$ cat config.mk
export PLATFORM = sky130hd
export DESIGN_NAME = display_source_arbiter_flat
export DESIGN_NICKNAME = d
export VERILOG_FILES = /design/src/rtl/display_source_arbiter_if.sv /design/src/rtl/display_source_arbiter.sv /design/src/flat_wrapper.sv
export SDC_FILE = /design/constraint.sdc
export NUM_CORES = 1
export LEC_CHECK = 0
export BUFFER_PORTS_ARGS = -buffer_cell sky130_fd_sc_hd__buf_2
export CAP_MARGIN = 20
export CORE_MARGIN = 3
export CORE_UTILIZATION = 35
export CTS_CLUSTER_SIZE = 40
export DETAILED_ROUTE_END_ITERATION = 10
export PLACE_DENSITY_LB_ADDON = 0.15
export SLEW_MARGIN = 20
export SYNTH_ARGS = -nofsm -noshare
export SYNTH_HDL_FRONTEND = slang
export SYNTH_SLANG_ARGS = --single-unit
$ cat constraint.sdc
create_clock -name CLK -period 2.58 [get_ports CLK]
set_input_delay 0.129 -clock CLK [delete_from_list [all_inputs] [get_ports CLK]]
set_output_delay 0.129 -clock CLK [all_outputs]
set_load 0.02 [all_outputs]
$ cat src/rtl/display_source_arbiter_if.sv
// Signal bundle between the player/sequencer control (master) and the display source arbiter (slave).
// The master drives tempo, note and pause status; the slave returns the byte and mode for the display path.
interface display_source_arbiter_if;
    logic [7:0] BPM;
    logic [5:0] TONE;
    logic [3:0] DURATION;
    logic       NOTE_STB;
    logic       PAUSED;
    logic [7:0] DISP_VAL;
    logic [1:0] DISP_MODE;
    logic       DISP_BLANK;
    logic       MODE_STB;

    modport master (
        output BPM, TONE, DURATION, NOTE_STB, PAUSED,
        input  DISP_VAL, DISP_MODE, DISP_BLANK, MODE_STB
    );

    modport slave (
        input  BPM, TONE, DURATION, NOTE_STB, PAUSED,
        output DISP_VAL, DISP_MODE, DISP_BLANK, MODE_STB
    );
endinterface

$ cat src/rtl/display_source_arbiter.sv
// Chooses what the 4-digit display shows: live BPM, a timed tone/duration override after each note,
// or a blinking paused indicator. All outputs are registered.
module display_source_arbiter #(
    parameter int HOLD_CYCLES  = 50_000_000,
    parameter int BLINK_CYCLES = 25_000_000
) (
    input  logic                    CLK,
    input  logic                    RST_N,
    display_source_arbiter_if.slave bus
);

    // State encoding equals the DISP_MODE code, so the state register drives DISP_MODE directly.
    typedef enum logic [1:0] {
        S_BPM   = 2'b00,
        S_TONE  = 2'b01,
        S_DUR   = 2'b10,
        S_PAUSE = 2'b11
    } state_t;

    localparam logic [26:0] HOLD_LAST  = 27'(HOLD_CYCLES - 1);
    localparam logic [26:0] BLINK_LAST = 27'(BLINK_CYCLES - 1);

    state_t      state, state_d;
    logic [26:0] timer, timer_d;
    logic [5:0]  tone_latch, tone_d;
    logic [3:0]  dur_latch, dur_d;
    logic [7:0]  disp_val, val_d;
    logic        disp_blank, blank_d;
    logic        mode_stb;

    // NOTE: every signal gets a default before any branch, so no path leaves it unassigned (no latch).
    always_comb begin
        state_d = state;
        timer_d = timer;
        tone_d  = tone_latch;
        dur_d   = dur_latch;
        blank_d = 1'b0;

        if (bus.PAUSED) begin
            state_d = S_PAUSE;
            if (state == S_PAUSE) begin
                if (timer == BLINK_LAST) begin
                    timer_d = '0;
                    blank_d = ~disp_blank;
                end else begin
                    timer_d = timer + 27'd1;
                    blank_d = disp_blank;
                end
            end else begin
                // Any note override in progress is abandoned here; the blink starts unblanked.
                timer_d = '0;
            end
        end else begin
            unique case (state)
                S_BPM: begin
                    if (bus.NOTE_STB) begin
                        state_d = S_TONE;
                        timer_d = '0;
                        tone_d  = bus.TONE;
                        dur_d   = bus.DURATION;
                    end
                end
                S_TONE, S_DUR: begin
                    // A new note outranks a hold expiry in the same cycle and restarts the sequence.
                    if (bus.NOTE_STB) begin
                        state_d = S_TONE;
                        timer_d = '0;
                        tone_d  = bus.TONE;
                        dur_d   = bus.DURATION;
                    end else if (timer == HOLD_LAST) begin
                        state_d = (state == S_TONE) ? S_DUR : S_BPM;
                        timer_d = '0;
                    end else begin
                        timer_d = timer + 27'd1;
                    end
                end
                S_PAUSE: begin
                    state_d = S_BPM;
                    timer_d = '0;
                end
                default: begin
                    state_d = S_BPM;
                    timer_d = '0;
                end
            endcase
        end

        unique case (state_d)
            S_TONE:  val_d = {2'b00, tone_d};
            S_DUR:   val_d = {4'h0, dur_d};
            default: val_d = bus.BPM;
        endcase
    end

    // NOTE: state registers use non-blocking assignments so all of them update together on the edge.
    always_ff @(posedge CLK or negedge RST_N) begin
        if (!RST_N) begin
            state      <= S_BPM;
            timer      <= '0;
            tone_latch <= '0;
            dur_latch  <= '0;
            disp_val   <= '0;
            disp_blank <= 1'b0;
            mode_stb   <= 1'b0;
        end else begin
            state      <= state_d;
            timer      <= timer_d;
            tone_latch <= tone_d;
            dur_latch  <= dur_d;
            disp_val   <= val_d;
            disp_blank <= blank_d;
            mode_stb   <= (state_d != state);
        end
    end

    assign bus.DISP_VAL   = disp_val;
    assign bus.DISP_MODE  = state;
    assign bus.DISP_BLANK = disp_blank;
    assign bus.MODE_STB   = mode_stb;

endmodule

$ cat src/flat_wrapper.sv
// flat-port wrapper written by rule: the top's interface ports become plain ports
module display_source_arbiter_flat 
#(
    parameter int HOLD_CYCLES  = 50_000_000,
    parameter int BLINK_CYCLES = 25_000_000
)
  (CLK, RST_N, bus_BPM, bus_TONE, bus_DURATION, bus_NOTE_STB, bus_PAUSED, bus_DISP_VAL, bus_DISP_MODE, bus_DISP_BLANK, bus_MODE_STB);
  display_source_arbiter_if bus_i ();
  input  logic CLK;
  input  logic RST_N;
  input wire logic [$bits(bus_i.BPM)-1:0] bus_BPM;
  input wire logic [$bits(bus_i.TONE)-1:0] bus_TONE;
  input wire logic [$bits(bus_i.DURATION)-1:0] bus_DURATION;
  input wire logic [$bits(bus_i.NOTE_STB)-1:0] bus_NOTE_STB;
  input wire logic [$bits(bus_i.PAUSED)-1:0] bus_PAUSED;
  output wire logic [$bits(bus_i.DISP_VAL)-1:0] bus_DISP_VAL;
  output wire logic [$bits(bus_i.DISP_MODE)-1:0] bus_DISP_MODE;
  output wire logic [$bits(bus_i.DISP_BLANK)-1:0] bus_DISP_BLANK;
  output wire logic [$bits(bus_i.MODE_STB)-1:0] bus_MODE_STB;
  assign bus_i.BPM = bus_BPM;
  assign bus_i.TONE = bus_TONE;
  assign bus_i.DURATION = bus_DURATION;
  assign bus_i.NOTE_STB = bus_NOTE_STB;
  assign bus_i.PAUSED = bus_PAUSED;
  assign bus_DISP_VAL = bus_i.DISP_VAL;
  assign bus_DISP_MODE = bus_i.DISP_MODE;
  assign bus_DISP_BLANK = bus_i.DISP_BLANK;
  assign bus_MODE_STB = bus_i.MODE_STB;
  display_source_arbiter #(.HOLD_CYCLES(HOLD_CYCLES), .BLINK_CYCLES(BLINK_CYCLES)) u_core (.CLK(CLK), .RST_N(RST_N), .bus(bus_i));
endmodule
; After elaboration in Yosys (flattened, before gate mapping)
; Index checks and enable logic that the tools add are counted.
[totals]
regBits = 49
latchBits = 0
ram_bits = 0
romBits = 0
inputBits = 22
output_inout_bits = 12
wordCells = 45
mem_count = 0
[classes]
addsub = 1
n_mul = 0
div = 0
n_lt_le_gt_ge = 0
n_eq_ne = 10
n_shift = 0
n_mux = 23
n_bitwise = 1
n_reduce_logical = 3
[op_table]
columns = operator, n
row1 = $mux W27, 6
row2 = $pmux W27 S3, 1
row3 = $add A27 B1 Y27 const B, 1
row4 = $eq A27 B25 Y1 const B, 1
row5 = $eq A27 B26 Y1 const B, 1
row6 = $mux W6, 3
row7 = $pmux W8 S2, 1
row8 = $mux W4, 3
row9 = $mux W2, 5
row10 = $eq A2 B2 Y1 const B, 3
row11 = $ne A3 B3 Y1 const B, 2
row12 = $pmux W2 S3, 1
row13 = $eq A2 B1 Y1 const B, 2
row14 = $mux W1, 3
row15 = $reduce_or A3 Y1, 1
row16 = $logic_not A2 Y1, 1
row17 = $ne A2 B2 Y1, 1
row18 = $reduce_or A2 Y1, 1
row19 = $not A1 Y1, 1

; Depth between registers and ports, before layout
[depth]
word_depth = 8
mapped_depth = 10
depth_no_buf = 9

; Worst setup path after synthesis
; No wires, ideal clock.
[synth_timing]
kind = register to register
startpoint = reg u_core.timer[8]
endpoint = reg u_core.disp_val[3] (netlist: u_core.bus.DISP_VAL[3])
setup_time_ns = 0.135
t_arrival_ns = 2.601
required_time_ns = 2.445
setup_slack_ns = -0.156
path_stages_with_launch = 9
n_path_buf = 1
period_less_slack_ns = 2.736
path_cell_list = dfrtp_1 > or3_1 > or4_4 > or3_4 > mux2i_1 > o21ai_0 > ha_1 > clkbuf_1 > o21ai_0
[synth_via]
elab_chain_len = 7
word_cells_on_any_way = 8
classes_between = eq/ne: 3 / mux: 5
[synth_rtl]
columns = element, line_no
row1 = from (decl), display_source_arbiter.sv:24  ; logic [26:0] timer, timer_d;
row2 = from (signal assigned), display_source_arbiter.sv:107  ; timer <= timer_d;
row3 = $eq A27 B26 Y1 *, display_source_arbiter.sv:70  ; end else if (timer == HOLD_LAST) begin
row4 = $mux W2 *, display_source_arbiter.sv:70
row5 = $mux W2 *, display_source_arbiter.sv:65  ; if (bus.NOTE_STB) begin
row6 = $pmux W2 S3 *, display_source_arbiter.sv:54  ; unique case (state)
row7 = $mux W2 *, display_source_arbiter.sv:39  ; if (bus.PAUSED) begin
row8 = via u_core.state_d[1], display_source_arbiter.sv:23  ; state_t state, state_d;
row9 = $eq A2 B2 Y1 or $eq A2 B1 Y1 (tied branches), display_source_arbiter.sv:88  ; unique case (state_d)
row10 = $pmux W8 S2 *, display_source_arbiter.sv:88
row11 = via u_core.val_d[3], display_source_arbiter.sv:27  ; logic [7:0] disp_val, val_d;
row12 = to (signal assigned), display_source_arbiter.sv:110  ; disp_val <= val_d;
row13 = to (decl), display_source_arbiter.sv:27
; Mark *: on every way through the listed nets, which the timed path passes. The rest lies on a longest branch.
; A chain may end at the register's enable or synchronous reset.

; Worst setup path in the final report
[layout_timing]
startpoint = reg u_core.timer[8]
endpoint = reg u_core.disp_val[2] (netlist: u_core.bus.DISP_VAL[2])
[layout_via]
elab_chain_len = 7
word_cells_on_any_way = 8
classes_between = eq/ne: 3 / mux: 5
[layout_rtl]
columns = element, line_no
row1 = $eq A27 B26 Y1 *, display_source_arbiter.sv:70
row2 = $mux W2 *, display_source_arbiter.sv:70
row3 = $mux W2 *, display_source_arbiter.sv:65
row4 = $pmux W2 S3 *, display_source_arbiter.sv:54
row5 = $mux W2 *, display_source_arbiter.sv:39
row6 = $eq A2 B2 Y1 or $eq A2 B1 Y1 (tied branches), display_source_arbiter.sv:88
row7 = $pmux W8 S2 *, display_source_arbiter.sv:88
row8 = via u_core.val_d[2], display_source_arbiter.sv:27
; Marks and branches as above.

==> results.md <==
| Quantity | This run |
|---|---|
| Outcome | complete, but fails checks |
| Violated checks | setup timing |
| Worst Setup Slack, final | -0.0416 ns |
| Predominant post-synthesis flop cell | dfrtp_1 |
| Number of antenna violations at the first check in global routing | 0 |
| Total GRT Usage | 0.145 |
| Final routed DRC violation total | 0 |
| Routed WL | 5.72 mm |
| Worst path required time | 2.77 ns |
| Type of destination of the critical path | flop |
| Critical path arrival | 2.81 ns |
| Worst path max stage delay | 0.53 ns |
| Grt total ovfl | 0 |
| Leakage power summed over all cells | 1.31 nW |
| Final nets | 345 |
| Effective utilization at floorplan | 0.370 |
| Slew at the pin closest to its max-slew limit | 0.439 ns |
| Mapped cell area | 0.00257 mm2 |
| Number of rows in the core area | 30 |
| Via count | 2012 |
| Class of the most critical hold timing path | in2reg |
| Die area | 0.00841 mm2 |
| Launching element type of the critical path | flop |
| Crit path from | u_core.timer[8] |
| Final clock skew | 0.00438 ns |
| Number of nets produced by synthesis | 289 |
| EDFF count, synth | 0 |
| Placed Cells | 404 |
| Max Freq | 381 MHz |
| DRT Pass-1 Iters | 5 |
| CORE AREA | 0.00694 mm2 |
| Unique cell type count in the Yosys netlist | 45 |
| Fin crit period | 2.62 ns |
| Maximum number of pins on one net before global-route repair | 33 |
| Async set-reset flop share out of synthesis | 1.00 |
| List of cells traversed by the critical path | or3_1 > or4_4 > or3_4 > mux2i_4 > o21a_1 > ha_4 > a22oi_1 > o21ai_1 |
| Portion of synthesized cell area occupied by the leading cell type | 0.477 |
| Area contributors post-synth | dfrtp_1, xnor2_1, nor2_1 |
| Global-route track usage on met3 | 0.0320 |
| Max-capacitance violation count | 0 |
| Sequential fraction of the synthesis area | 0.477 |
| HPWL reported at the end of detailed placement | 4.15 mm |
| Number of hold-slack violations in the final timing report | 0 |
| CTS tree | built |
| Clk Tree Root Cell | clkbuf_8 |
| Floorplan die width | 91.7 um |
| Drt first-iter violations | 106 |
| Number of setup buffers added after CTS | 0 |
| Layer with the highest usage | met2 |
| Placer's final routability congestion estimate | 0.791 |
| Die height | 91.7 um |
| Clock Latency Late Sink | 0.30 ns |
| Clock slew at reported path FFs | 0.09 ns |
| Final-layout fill cell count | 673 |
| Number of global-route vias before repair | 2020 |
| Post-synth top area cell | dfrtp_1 |
| Post-route fraction of the period consumed by the critical path | 1.02 |
| Worst rel slew slack | 0.705 |
| IO Count | 34 |
| Num CTS Buffers | 5 |
| GR met2 Demand/Resource | 0.225 |
| Number of vias per cell after detailed routing | 4.87 |
| Area after detailed placement | 0.00299 mm2 |
| Flip-flop and latch count after synthesis | 49 |
| Worst vdd rail ir drop | 0.332 mV |
| Global-route track usage on met1 | 0.204 |
| DR WL/cell | 13.8 um |
| Final count of negative-setup-slack endpoints | 6 |
| Multi-input combinational cell area | 0.00131 mm2 |
| First-pass GRT wire length | 9.83 mm |
| H-tree depth | 2 |
| RSZ-0062 raised after global routing | true |
| Commonest non-fill, non-tap cells in the layout | dfrtp_1, nor2_1, buf_2, nand2_1, buf_4 |
| Final cell count without fillers | 413 |
| Final Slew Violations | 0 |
| Leading cell type in the layout, fill and taps excluded | dfrtp_1 |
| Diode count | 0 |
| Final instance area | 0.00313 mm2 |
| Share of layout cells above drive strength 1 | 0.284 |
| Overall power after layout | 0.00180 W |
| Hold path start | bus_BPM[3] |
| Power per cell area | 575 mW/mm2 |
| Worst r2r src | u_core.timer[8] |
| Count of synthesis-stage warnings from yosys | 0 |
| Crit-path max FO | 5 |
| Number of input and output port buffers inserted | 33 |
| Gate count of the mapped netlist | 260 |
| Number of sinks driven by the clock tree | 49 |
| Maximum clock insertion buffer count | 2 |
| Mean instance size in the synthesized netlist | 9.89 um2 |
| Total area of sequential cells | 0.00123 mm2 |
| Count of nets left with antenna violations after detail routing | 0 |
| Layout-stage area growth over the synthesis result | 21.7% |
| Slowest cell on the critical path | or4_4 |
| Final worst hold slack | 0.0346 ns |
| Critical path start-end classification | reg2reg |
## worst max-delay path: cells and delay by family, from the launching register on
| kind | cells | cell delay, ns |
|---|---|---|
| compound gates | 3 | 0.46 |
| fa+ha+maj | 1 | 0.18 |
| flops | 1 | 0.38 |
| mux | 1 | 0.21 |
| simple gates | 3 | 1.28 |
## power by group
group | internal, W | switching [W] | total (W)
Combinational | 0.000194 | 0.000269 | 0.000463
Sequential | 0.000862 | 0.0000304 | 0.000893
Clock | 0.000192 | 0.000251 | 0.000443
Total | 0.00125 | 0.000550 | 0.00180
## metrics by stage
stage,util,setup slack (ns),setup TNS [ns]
after floorplan,-,-0.0509,-0.338
after global placement,0.431,-0.0968,-0.683
after detailed placement,0.431,-0.165,-1.21
after CTS,0.449,-0.0156,-0.0628
after global routing,0.451,-0.143,-0.906
final,0.451,-0.0416,-0.177
## Yosys cell counts (2+ instances only)
master / count
o22ai_1: 2
clkbuf_1: 6
nand2_1: 25
nor4_1: 6
mux2_2: 10
ha_1: 7
buf_6: 2
a21oi_1: 3
inv_1: 7
nor3_1: 9
and2_1: 3
or3_1: 3
and3_1: 5
nand4_1: 8
xnor2_1: 21
xor2_1: 2
nand3_1: 13
o21a_1: 3
nor2_1: 34
a22oi_1: 4
o221a_2: 2
o21ai_0: 14
dfrtp_1: 49
## registers in the layout, indices dropped and copies added, names as in the netlist
signal                 flops
u_core.bus.DISP_VAL        8
u_core.bus.MODE_STB        1
u_core.bus.DISP_MODE       2
u_core.tone_latch          6
u_core.dur_latch           4
u_core.bus.DISP_BLANK      1
u_core.timer              27
## cell type report
type,instances,area share
multi-input cells,194,0.419
flip-flops and latches,49,0.392
repair buffers,59,0.116
well taps,96,0.0384
clock buffers,7,0.0244
inverters,7,0.00840
clock inverters,1,0.00240
## layer usage
layer  part of all wire  wire length, um
met1               0.50             2850
met2               0.45             2600
met3              0.035              203
met4              0.010               60
met5                  0                0
## final timing paths
check	endpoint	slack, ns	depth (start not counted)
setup reg to reg	u_core.bus.DISP_VAL[2]	-0.04	8
max in group asynchronous	u_core.bus.DISP_VAL[2]	1.54	3
setup / recovery	u_core.bus.DISP_VAL[2]	-0.04	8
hold reg to reg	u_core.dur_latch[0]	0.51	1
hold / removal	u_core.bus.DISP_VAL[3]	0.03	3
min in group asynchronous	u_core.timer[21]	0.29	2
## kinds of logic (layout without fill, tap and decap cells)
| logic type | count (synthesis) | in the layout | share of synthesized area |
|---|---|---|---|
| AOI/OAI and AO/OA | 33 | 33 | 0.0881 |
| xor gates and xnor gates | 23 | 23 | 0.0783 |
| adders and majority gates | 7 | 7 | 0.0341 |
| buffers and inverters | 17 | 74 | 0.0311 |
| DFF | 49 | 49 | 0.477 |
| muxes | 11 | 11 | 0.0477 |
| and+or+nand+nor | 120 | 120 | 0.244 |
## timing repair
item,4_1_cts,5_1_grt
pin swaps,1,0
resized for setup,9,1
hold endpoints to repair,17,0
endpoints found under the setup margin,8,8
hold buffers,1,0
Note: power is estimated with default switching activity, not from simulation.
